$ cat src/rtl/alu_mc.sv
// Multi-cycle ALU: single-cycle logic/arith/shift ops plus iterative unsigned multiply,
// divide and remainder, with valid/ready handshakes on both sides and registered results.
module alu_mc #(
  parameter int unsigned WIDTH = 16
) (
  input  logic             clk,
  input  logic             rst_n,
  input  logic             in_valid,
  output logic             in_ready,
  input  logic [3:0]       op,
  input  logic [WIDTH-1:0] a,
  input  logic [WIDTH-1:0] b,
  output logic             out_valid,
  input  logic             out_ready,
  output logic [WIDTH-1:0] res,
  output logic             S,
  output logic             Z,
  output logic             C,
  output logic             V
);

  localparam int unsigned CNTW = $clog2(WIDTH) + 1;
  localparam int unsigned SHW  = $clog2(WIDTH);

  typedef enum logic [1:0] {StIdle, StBusy, StDone} state_e;

  state_e               state_q, state_d;
  logic [CNTW-1:0]      cnt_q, cnt_d;
  logic [3:0]           op_q, op_d;
  logic [WIDTH-1:0]     a_q, a_d, b_q, b_d;
  logic [2*WIDTH-1:0]   acc_q, acc_d;
  logic [WIDTH-1:0]     res_q, res_d;
  logic                 s_q, s_d, z_q, z_d, c_q, c_d, v_q, v_d;

  logic                 accept, wr;
  logic [WIDTH-1:0]     fin_res;
  logic                 fin_c, fin_v;

  // Single-cycle datapath, evaluated on the live request operands.
  logic [WIDTH:0]       sum, dif, shl, shr, sra;
  logic [2*WIDTH-1:0]   rot;
  logic [WIDTH-1:0]     sc_res;
  logic                 sc_c, sc_v;

  always_comb begin
    sum    = {1'b0, a} + {1'b0, b};
    dif    = {1'b0, a} - {1'b0, b};
    shl    = {1'b0, a} << b;
    shr    = {a, 1'b0} >> b;
    sra    = $signed({a, 1'b0}) >>> b;
    rot    = {a, a} << b[SHW-1:0];
    sc_res = '0;
    sc_c   = 1'b0;
    sc_v   = 1'b0;
    case (op)
      4'd0: begin
        sc_res = sum[WIDTH-1:0];
        sc_c   = sum[WIDTH];
        sc_v   = (a[WIDTH-1] == b[WIDTH-1]) && (sum[WIDTH-1] != a[WIDTH-1]);
      end
      4'd1, 4'd5: begin
        sc_res = dif[WIDTH-1:0];
        sc_c   = dif[WIDTH];
        sc_v   = (a[WIDTH-1] != b[WIDTH-1]) && (dif[WIDTH-1] != a[WIDTH-1]);
      end
      4'd2:                sc_res = a & b;
      4'd3:                sc_res = a | b;
      4'd4:                sc_res = a ^ b;
      4'd6, 4'd7, 4'd12:   sc_res = sum[WIDTH-1:0];
      4'd8:                {sc_c, sc_res} = shl;
      4'd9:                sc_res = rot[2*WIDTH-1:WIDTH];
      4'd10:               {sc_res, sc_c} = shr;
      4'd11:               {sc_res, sc_c} = sra;
      default: ;
    endcase
  end

  // Iteration step: acc holds {high, multiplier} for multiply, {remainder, quotient} for divide.
  logic [WIDTH:0]       mul_sum, rem_sh, rem_dif;
  logic [2*WIDTH-1:0]   mul_nxt, div_nxt;

  always_comb begin
    mul_sum = {1'b0, acc_q[2*WIDTH-1:WIDTH]} + (acc_q[0] ? {1'b0, a_q} : '0);
    mul_nxt = {mul_sum, acc_q[WIDTH-1:1]};
    rem_sh  = acc_q[2*WIDTH-1:WIDTH-1];
    rem_dif = rem_sh - {1'b0, b_q};
    if (rem_sh >= {1'b0, b_q}) begin
      div_nxt = {rem_dif[WIDTH-1:0], acc_q[WIDTH-2:0], 1'b1};
    end else begin
      div_nxt = {rem_sh[WIDTH-1:0], acc_q[WIDTH-2:0], 1'b0};
    end
  end

  assign in_ready  = (state_q == StIdle) || ((state_q == StDone) && out_ready);
  assign accept    = in_valid && in_ready;
  assign out_valid = (state_q == StDone);
  assign res       = res_q;
  assign S         = s_q;
  assign Z         = z_q;
  assign C         = c_q;
  assign V         = v_q;

  always_comb begin
    state_d = state_q;
    cnt_d   = cnt_q;
    op_d    = op_q;
    a_d     = a_q;
    b_d     = b_q;
    acc_d   = acc_q;
    res_d   = res_q;
    s_d     = s_q;
    z_d     = z_q;
    c_d     = c_q;
    v_d     = v_q;
    wr      = 1'b0;
    fin_res = '0;
    fin_c   = 1'b0;
    fin_v   = 1'b0;
    unique case (state_q)
      StIdle, StDone: begin
        if ((state_q == StDone) && out_ready) state_d = StIdle;
        if (accept) begin
          if (op >= 4'd13) begin
            state_d = StBusy;
            op_d    = op;
            a_d     = a;
            b_d     = b;
            cnt_d   = '0;
            acc_d   = (op == 4'd13) ? {{WIDTH{1'b0}}, b} : {{WIDTH{1'b0}}, a};
          end else begin
            state_d = StDone;
            wr      = 1'b1;
            fin_res = sc_res;
            fin_c   = sc_c;
            fin_v   = sc_v;
          end
        end
      end
      StBusy: begin
        acc_d = (op_q == 4'd13) ? mul_nxt : div_nxt;
        cnt_d = cnt_q + 1'b1;
        if (cnt_q == CNTW'(WIDTH - 1)) begin
          state_d = StDone;
          cnt_d   = '0;
          wr      = 1'b1;
          if (op_q == 4'd13) begin
            fin_res = mul_nxt[WIDTH-1:0];
            fin_c   = |mul_nxt[2*WIDTH-1:WIDTH];
          end else begin
            // b=0 naturally yields all-ones quotient and remainder=a in restoring division.
            fin_res = (op_q == 4'd14) ? div_nxt[WIDTH-1:0] : div_nxt[2*WIDTH-1:WIDTH];
            fin_v   = (b_q == '0);
          end
        end
      end
      default: state_d = StIdle;
    endcase
    if (wr) begin
      res_d = fin_res;
      s_d   = fin_res[WIDTH-1];
      z_d   = (fin_res == '0);
      c_d   = fin_c;
      v_d   = fin_v;
    end
  end

  always_ff @(posedge clk or negedge rst_n) begin
    if (!rst_n) begin
      state_q <= StIdle;
      cnt_q   <= '0;
      op_q    <= '0;
      a_q     <= '0;
      b_q     <= '0;
      acc_q   <= '0;
      res_q   <= '0;
      s_q     <= 1'b0;
      z_q     <= 1'b0;
      c_q     <= 1'b0;
      v_q     <= 1'b0;
    end else begin
      state_q <= state_d;
      cnt_q   <= cnt_d;
      op_q    <= op_d;
      a_q     <= a_d;
      b_q     <= b_d;
      acc_q   <= acc_d;
      res_q   <= res_d;
      s_q     <= s_d;
      z_q     <= z_d;
      c_q     <= c_d;
      v_q     <= v_d;
    end
  end

endmodule
$ cat config.mk
export PLATFORM = sky130hd
export DESIGN_NAME = alu_mc
export DESIGN_NICKNAME = d
export VERILOG_FILES = /design/src/rtl/alu_mc.sv
export SDC_FILE = /design/constraint.sdc
export NUM_CORES = 1
export LEC_CHECK = 0
export ABC_AREA = 1
export CAP_MARGIN = 15
export CORE_ASPECT_RATIO = 0.8
export CORE_UTILIZATION = 45
export CTS_BUF_LIST = sky130_fd_sc_hd__clkbuf_4
export DETAILED_ROUTE_END_ITERATION = 12
export GPL_TIMING_DRIVEN = 0
export PLACE_DENSITY = 0.6
export SLEW_MARGIN = 20
export SYNTH_ARGS = -nofsm -noshare
export SYNTH_HDL_FRONTEND = slang
export SYNTH_SLANG_ARGS = --single-unit
$ cat constraint.sdc
create_clock -name clk -period 3.2 [get_ports clk]
set_input_delay 0.96 -clock clk [delete_from_list [all_inputs] [get_ports clk]]
set_output_delay 0.96 -clock clk [all_outputs]
set_load 0.01 [all_outputs]
==> impl_results.md, run 1 <==
* Top cells by count, synth: nand2_1 (568), nand3_1 (217), inv_1 (208)
* Mapped Avg Cell Area at 5.97 µm²
* YS warnings at 0
* Post-Syn Area at ~12000 µm²
* Max clock buf depth at 2
* CP Cell Sequence: buf_2, inv_2, ha_1, clkbuf_4, inv_2, nand2_2, inv_1, nand2_1, nand2_1, a21oi_2, nand2_1, nand2_1, nand3_2, nand4_1, nand2_1, buf_4, buf_4, buf_4, buf_4, nand3_1
* Inserted Clock Buffers at 9
* Synth area leader: dfrtp_1
* Die area at 26500 µm²
* Initial Util at 46.0%
* Status: finished, final reports clean
* Clock insertion delay at the later pin of the skew report at 0.47 ns
* GPL Wtd Cong at 1.07
* Core Area at ~25000 µm²
* Cell repeated most along the worst path: nand2_1
* Multi-input gate area at 8620 µm²
* Aggregate routed wire length at 53400 µm
* Vias per inst at 6.04
* Clock transition at path regs at 0.15 ns
* Top-count cell post-synth: nand2_1
* Worst Hold Class: in -> async
* Routed Antenna Nets at 0
* Area Overhead vs Synth at 19.7%
* Largest net degree at the start of global routing at 53
* Reg-to-Reg Start: acc_q[25]$_DFFE_PN0P_
* CP max-delay cell: ha_1
* IO Port Bufs at 61
* Wirelength per Cell at between 20 and 25 µm
* Die Ht at 146 µm
* Fill cell count at around 2700
* CP arrival at 3.56 ns
* Endpoint class of the critical path: flop
* Die W at 182 µm
* Design area at 13900 µm²
* Synth top area share at 20.2%
* First-pass GRT wire length at 80300 µm
* Largest family of logic cells by synthesized area: simple AND/OR/NAND/NOR gates
* Number of synthesized flops with an enable pin at 0
* Rel. slew slack at 42.0%
* RR Endpoint: Z$_DFFE_PN0P_
* Final min period at 3.15 ns
* Period utilisation layout at 98.4%
* Nets at 2200
* Crit path kind: in -> reg
* TritonCTS clock tree: yes
* Layout cell share with drive strength beyond 1 at 15.5%
* Initial antenna violation count at 5
* Post-Synth XOR/XNOR Area at 2.11%
* Tot GR Track Use at 40.1%
* Synth area leaders: dfrtp_1 (20%), nand2_1 (18%), nand3_1 (9.3%)
* Largest stage delay on the critical path at 0.29 ns
* RSZ-0062 raised after global routing: true
* Worst VDD drop at 357 µV
* Final setup fails at 0
* Fmax achieved at 0.318 GHz
* Post-synth ARST share at 100%
* Hold_buf cts at 0
* Post-synthesis simple-gate area fraction at 38.4%
* H-tree Lvls at 3
* Critical Path Fanout Max at 9
* Pwr/cell area at roughly 650 nW/µm²
* Complex-gate fraction of the synthesized area at 19.3%
* Post-synth top flop: dfrtp_1
* DR iter-0 viols at 1738
* I/O pins at just over 60
* Slew Limit Fails at 0
* Post-synthesis mux area share at 0.172%
* Root Driver: clkbuf_4
* Via total after detailed routing at 14500
* Sequential-to-total area share from yosys stat at 20.2%
* Clk sinks at 94
* Slew @ Worst Pin at 0.862 ns
* Mapped Cells at 1948
* Post-route DRC at 0
* Syn Nets at 2073
* Gr ovfl total at 0
* Cell Area, Placed at between 10000 and 15000 µm²
* Via count of the first global-routing pass at around 14000
* Reg2Reg Setup Slack at approximately 0.060 ns
* Max cap viols at 0
* Register bit total from synthesis at 94
* Final count of hold timing violations at 0
* Worst path required time at 3.61 ns
* Post-synthesis adder-cell area fraction at 9.40%
* Drt pass-1 iters at 8
* Synth cell types at 56
* FF/Latch Area at ~2400 µm²
* Critical Path Start Type: input pin
* R2R cell count at 19
* Final Skew at 0.0132 ns
* Lkg Pwr at 7.01 nW
* # rows at 52
* Dpl hpwl at 42200 µm
* Power Total at 0.00907 W
## registers in the layout, indices dropped and copies added (netlist names)
register	cells
acc_q	32
a_q	16
b_q	16
res	16
cnt_q	5
op_q	4
state_q	2
C	1
V	1
Z	1
## metrics by stage
stage               hold slack (ns)  TNS (ns)  setup slack (ns)  util [%]  std cells
detailed placement            0.464    -41.38             -2.00      50.2       2334
global placement              0.453   -278.80             -2.54      50.0       2333
finish                        0.399         0            0.0525      55.0       2406
CTS                           0.419   -0.0246           -0.0246      53.7       2383
floorplan                     0.439         0            0.0237         -       1948
global route                  0.434    -0.193            -0.120      55.0       2405
## worst max-delay path: cells and delay by family
family                   cells  cell delay [ns]
buffers and inverters        9             1.17
adder cells (fa/ha/maj)      1             0.29
AND/OR/NAND/NOR              9             0.96
AO/OA/AOI/OAI                1             0.16
## per-layer routing
metal / wire (µm) / part of all wire [%] / track usage, % / vias up
met5: 0 / 0 / 0 / -
met4: 3280 / 6.2 / 22.1 / 0
met3: 5810 / 11 / 8.26 / 179
met2: 22800 / 43 / 61.5 / 894
met1: 21400 / 40 / 52.8 / 6710
li1: - / - / - / 6738
## cell usage in the layout, fill, tap and decap left out, types with 6 or more instances in the layout
cell	netlist	final
a21oi_1	100	84
a21oi_2	1	12
a32o_1	7	7
buf_1	6	6
buf_2	20	10
buf_4	7	66
buf_6	5	11
clkbuf_1	43	34
clkbuf_2	0	15
clkbuf_4	0	18
clkdlybuf4s50_1	0	24
clkinvlp_4	0	6
dfrtp_1	94	93
dlygate4sd2_1	0	8
ha_1	81	71
ha_4	0	6
inv_1	208	170
inv_2	6	27
inv_4	0	10
nand2_1	568	544
nand2_2	12	32
nand2_4	3	7
nand3_1	217	202
nand3_2	2	17
nand4_1	29	29
nor2_1	176	151
nor2_2	4	17
nor2_4	2	14
nor3_1	15	13
o211ai_1	15	15
o21a_1	10	10
o21ai_0	179	165
o21ai_1	14	20
o21ai_2	1	8
o221ai_1	17	16
o22ai_1	12	12
xor2_1	25	25
## worst max-delay path by stage
stage / startpoint / end / slack, ns / cells past startpoint
6_report: a[8] / res[13]$_DFFE_PN0P_ / 0.05 / 20
5_1_grt: b[5] / Z$_DFFE_PN0P_ / -0.12 / 20
4_1_cts: b[0] / Z$_DFFE_PN0P_ / -0.02 / 19
3_5_place_dp: b[3] / Z$_DFFE_PN0P_ / -2.00 / 22
3_3_place_gp: rst_n / res[0]$_DFFE_PN0P_ / -2.54 / 1
2_1_floorplan: b[2] / Z$_DFFE_PN0P_ / 0.02 / 21
## timing repair
item,in CTS,in global routing
cloned,0,0
pin swaps,32,33
endpoints found under the setup margin,33,35
gates resized for setup,249,116
buffers inserted,34,25
## report_power, final
part	internal, W	switching [W]	total [W]
logic	0.00218	0.00415	0.00633
registers	0.00163	0.000438	0.00207
clock network	0.000245	0.000432	0.000677
total	0.00406	0.00502	0.00907
## area by class of cell
type | count | share of cell area (%)
sequential | 94 | 16.9
clock buffer | 10 | 0.539
clock inverter | 6 | 0.449
antenna | 2 | 0.0360
buffer | 76 | 3.38
multi-input combinational | 1555 | 62.0
inverter | 218 | 6.41
tap | 324 | 2.91
timing repair buffer | 121 | 7.42
## kinds of logic (layout without fill, tap and decap cells)
kind of cell / Yosys count / after routing
flops: 94 / 94
compound gates: 392 / 392
buf+inv: 299 / 431
other cells: 0 / 2
mux: 2 / 2
fa+ha+maj: 85 / 85
xor+xnor: 28 / 28
simple gates: 1048 / 1048
Note: power is estimated with default switching activity, not from simulation.
==> run 2: changes to the inputs <==
--- a/config.mk
+++ b/config.mk
@@ -9,7 +9,6 @@
 export CAP_MARGIN = 15
 export CORE_ASPECT_RATIO = 0.8
 export CORE_UTILIZATION = 45
-export CTS_BUF_LIST = sky130_fd_sc_hd__clkbuf_4
 export DETAILED_ROUTE_END_ITERATION = 12
 export GPL_TIMING_DRIVEN = 0
 export PLACE_DENSITY = 0.6
==> impl_results.md, run 2 (same netlist as run 1, synthesis figures left out) <==
* Status: finished with violations
* Failing checks: setup timing
* Most frequent cells in the layout: nand2_1 (538), nand3_1 (201), inv_1 (173)
* Bufs and invs on worst path at 4
* Fmax achieved at 0.301 GHz
* Util after Layout at 56.2%
* Core Area at 25300 µm²
* RSZ-0062 raised after global routing: true
* Period utilisation layout at 104%
* Area Overhead vs Synth at 22.2%
* Initial antenna violation count at 4
* Drt pass-1 iters at 6
* Final Skew at 0.00387 ns
* Rel. slew slack at 42.9%
* Critical path's top delay family: simple AND/OR/NAND/NOR gates
* CP max-delay cell: ha_1
* NetSw at approximately 0.005 W
* Nets at around 2200
* Reg-to-Reg Start: acc_q[25]$_DFFE_PN0P_
* Final min period at 3.32 ns
* Critical Path Start Type: input pin
* TritonCTS clock tree: yes
* Sw Ratio at 53.3%
* Die W at 182 µm
* Routed Antenna Nets at 0
* Most common cell after layout, fill and taps aside: nand2_1
* Largest net degree at the start of global routing at 53
* Endpoint class of the critical path: flop
* Largest stage delay on the critical path at about 0.29 ns
* Wirelength per Cell at approximately 22 µm
* Hold EP: op_q[3]$_DFFE_PN0P_
* Inserted Clock Buffers at 9
* Die Ht at roughly 150 µm
* RR Endpoint: Z$_DFFE_PN0P_
* Crit path kind: in -> reg
* Non-filler cells, final at 2410
* Worst Hold Class: reg -> reg
* Clk sinks at 94
* Design area at about 14000 µm²
* Max clock buf depth at 2
* Tot GR Track Use at 40.7%
* Worst VDD drop at 358 µV
* Slew @ Worst Pin at 0.849 ns
* Placed insts at ~2300
* Die area at 26500 µm²
* Dpl hpwl at 42200 µm
* R2R cell count at 19
* Aggregate routed wire length at 54100 µm
* FF/Latch Area at 2350 µm²
* Gr ovfl total at 0
* Post-route DRC at 0
* Final Worst Setup Slack at -0.121 ns
* DR iter-0 viols at ~1700
* Largest reg by FF count: acc_q
* Reg2Reg Setup Slack at 0.08 ns
* IO Port Bufs at 61
* Inserted Diodes at 0
* Worst hold stages at 1
* Layout cell share with drive strength beyond 1 at ~17%
* Via total after detailed routing at 14600
* CP Cell Sequence: clkdlybuf4s15_2, inv_4, ha_1, buf_2, nor2_2, inv_1, nor2_2, nand4_1, nand3_1, a21oi_1, o21ai_2, nand4_1, nand2_1, nand2_1, nor2_2, nand2_1, nor2_1, nand3_1, nand2_1
* DP Worst Slack at -2.00 ns
* Final setup fails at 1
* Critical Path Fanout Max at 8
* Clock insertion delay at the later pin of the skew report at roughly 0.36 ns
* Cell repeated most along the worst path: nand2_1
* CP arrival at 3.62 ns
* Flop pwr share at 21.6%
* GPL Wtd Cong at around 1.1
* Cell Int Power at 0.00449 W
* Pwr/cell area at 676 nW/µm²
* Clock transition at path regs at 0.07 ns
* Final count of hold timing violations at 0
* Max cap viols at 0
* Power Total at 0.00961 W
* Worst path required time at 3.50 ns
* # rows at 52
* Lkg Pwr at 7.09 nW
* Startpoint of the worst hold path: op_q[3]$_DFFE_PN0P_
* Multi-input gate area at ~8700 µm²
* H-tree Lvls at 3
* Cell Area, Placed at ~13000 µm²
* Max reg flops at 32
* Root Driver: clkbuf_16
* I/O pins at between 60 and 70
* Logic pwr share at about two thirds
* First-pass GRT wire length at 81100 µm
* Clock Power Share at 11.9%
* Initial Util at 46.0%
* Fill cell count at 2649
* Via count of the first global-routing pass at ~14000
* Slew Limit Fails at 0
* Vias per inst at 6.04
[run 2: cell count changes in the layout (fill, tap and decap cells not counted), sizes merged]
cell,change
buf,+15
clkbuf,-7
clkdlybuf4s15,+3
clkinv,-3
diode,-2
dlygate4sd2,+1
dlymetal6s2s,-4
inv,+1
[run 2: metrics by stage]
step / hold slack [ns] / TNS [ns]
2_1_floorplan: 0.439 / 0
6_report: 0.476 / -0.121
4_1_cts: 0.478 / -0.0460
3_5_place_dp: 0.464 / -41.38
3_3_place_gp: 0.453 / -278.80
5_1_grt: 0.500 / -0.512
[run 2: worst max-delay path by stage]
stage / from / to / slack (ns) / cells past startpoint
floorplan: b[2] / Z$_DFFE_PN0P_ / 0.02 / 21
global placement: rst_n / res[0]$_DFFE_PN0P_ / -2.54 / 1
detailed placement: b[3] / Z$_DFFE_PN0P_ / -2.00 / 22
CTS: b[2] / Z$_DFFE_PN0P_ / -0.03 / 24
global route: b[11] / Z$_DFFE_PN0P_ / -0.21 / 19
finish: a[11] / Z$_DFFE_PN0P_ / -0.12 / 19
[run 2: worst reg2reg max path: cells and delay by family, from the launching register on]
family	cells	cell delay, ns
buf+inv	1	0.17
compound gates	3	0.63
fa+ha+maj	1	0.39
flops	1	0.47
simple gates	14	1.41
[run 2: layer usage]
metal / track usage [%] / vias to the layer above / wire [µm]
met5: 0 / - / 0
met4: 23.3 / 0 / 3370
met3: 9.13 / 201 / 6050
met2: 62.0 / 859 / 23100
met1: 53.0 / 6752 / 21600
li1: - / 6750 / -
[run 2: power groups by stage]
stage / combinational, W / clock, W / sequential (W)
floorplan: 0.00409 / 0 / 0.00194
global placement: 0.00593 / 0 / 0.00205
CTS: 0.00620 / 0.00115 / 0.00204
detailed placement: 0.00597 / 0 / 0.00205
finish: 0.00639 / 0.00114 / 0.00208
global route: 0.00699 / 0.00119 / 0.00212
[run 2: layout make-up]
type | instances | share of cell area, %
Buffer | 77 | 3.47
Clock buffer | 12 | 1.80
Sequential cell | 94 | 16.6
Tap cell | 324 | 2.85
Inverter | 218 | 6.29
Multi-Input combinational cell | 1555 | 61.0
Timing Repair Buffer | 126 | 7.66
Clock inverter | 4 | 0.387
[run 2: what timing repair did]
action | 4_1_cts | 5_1_grt
pin swaps | 52 | 37
resized for setup | 312 | 88
hold buffers | 0 | 0
setup buffers | 54 | 10
setup endpoints to repair | 35 | 35
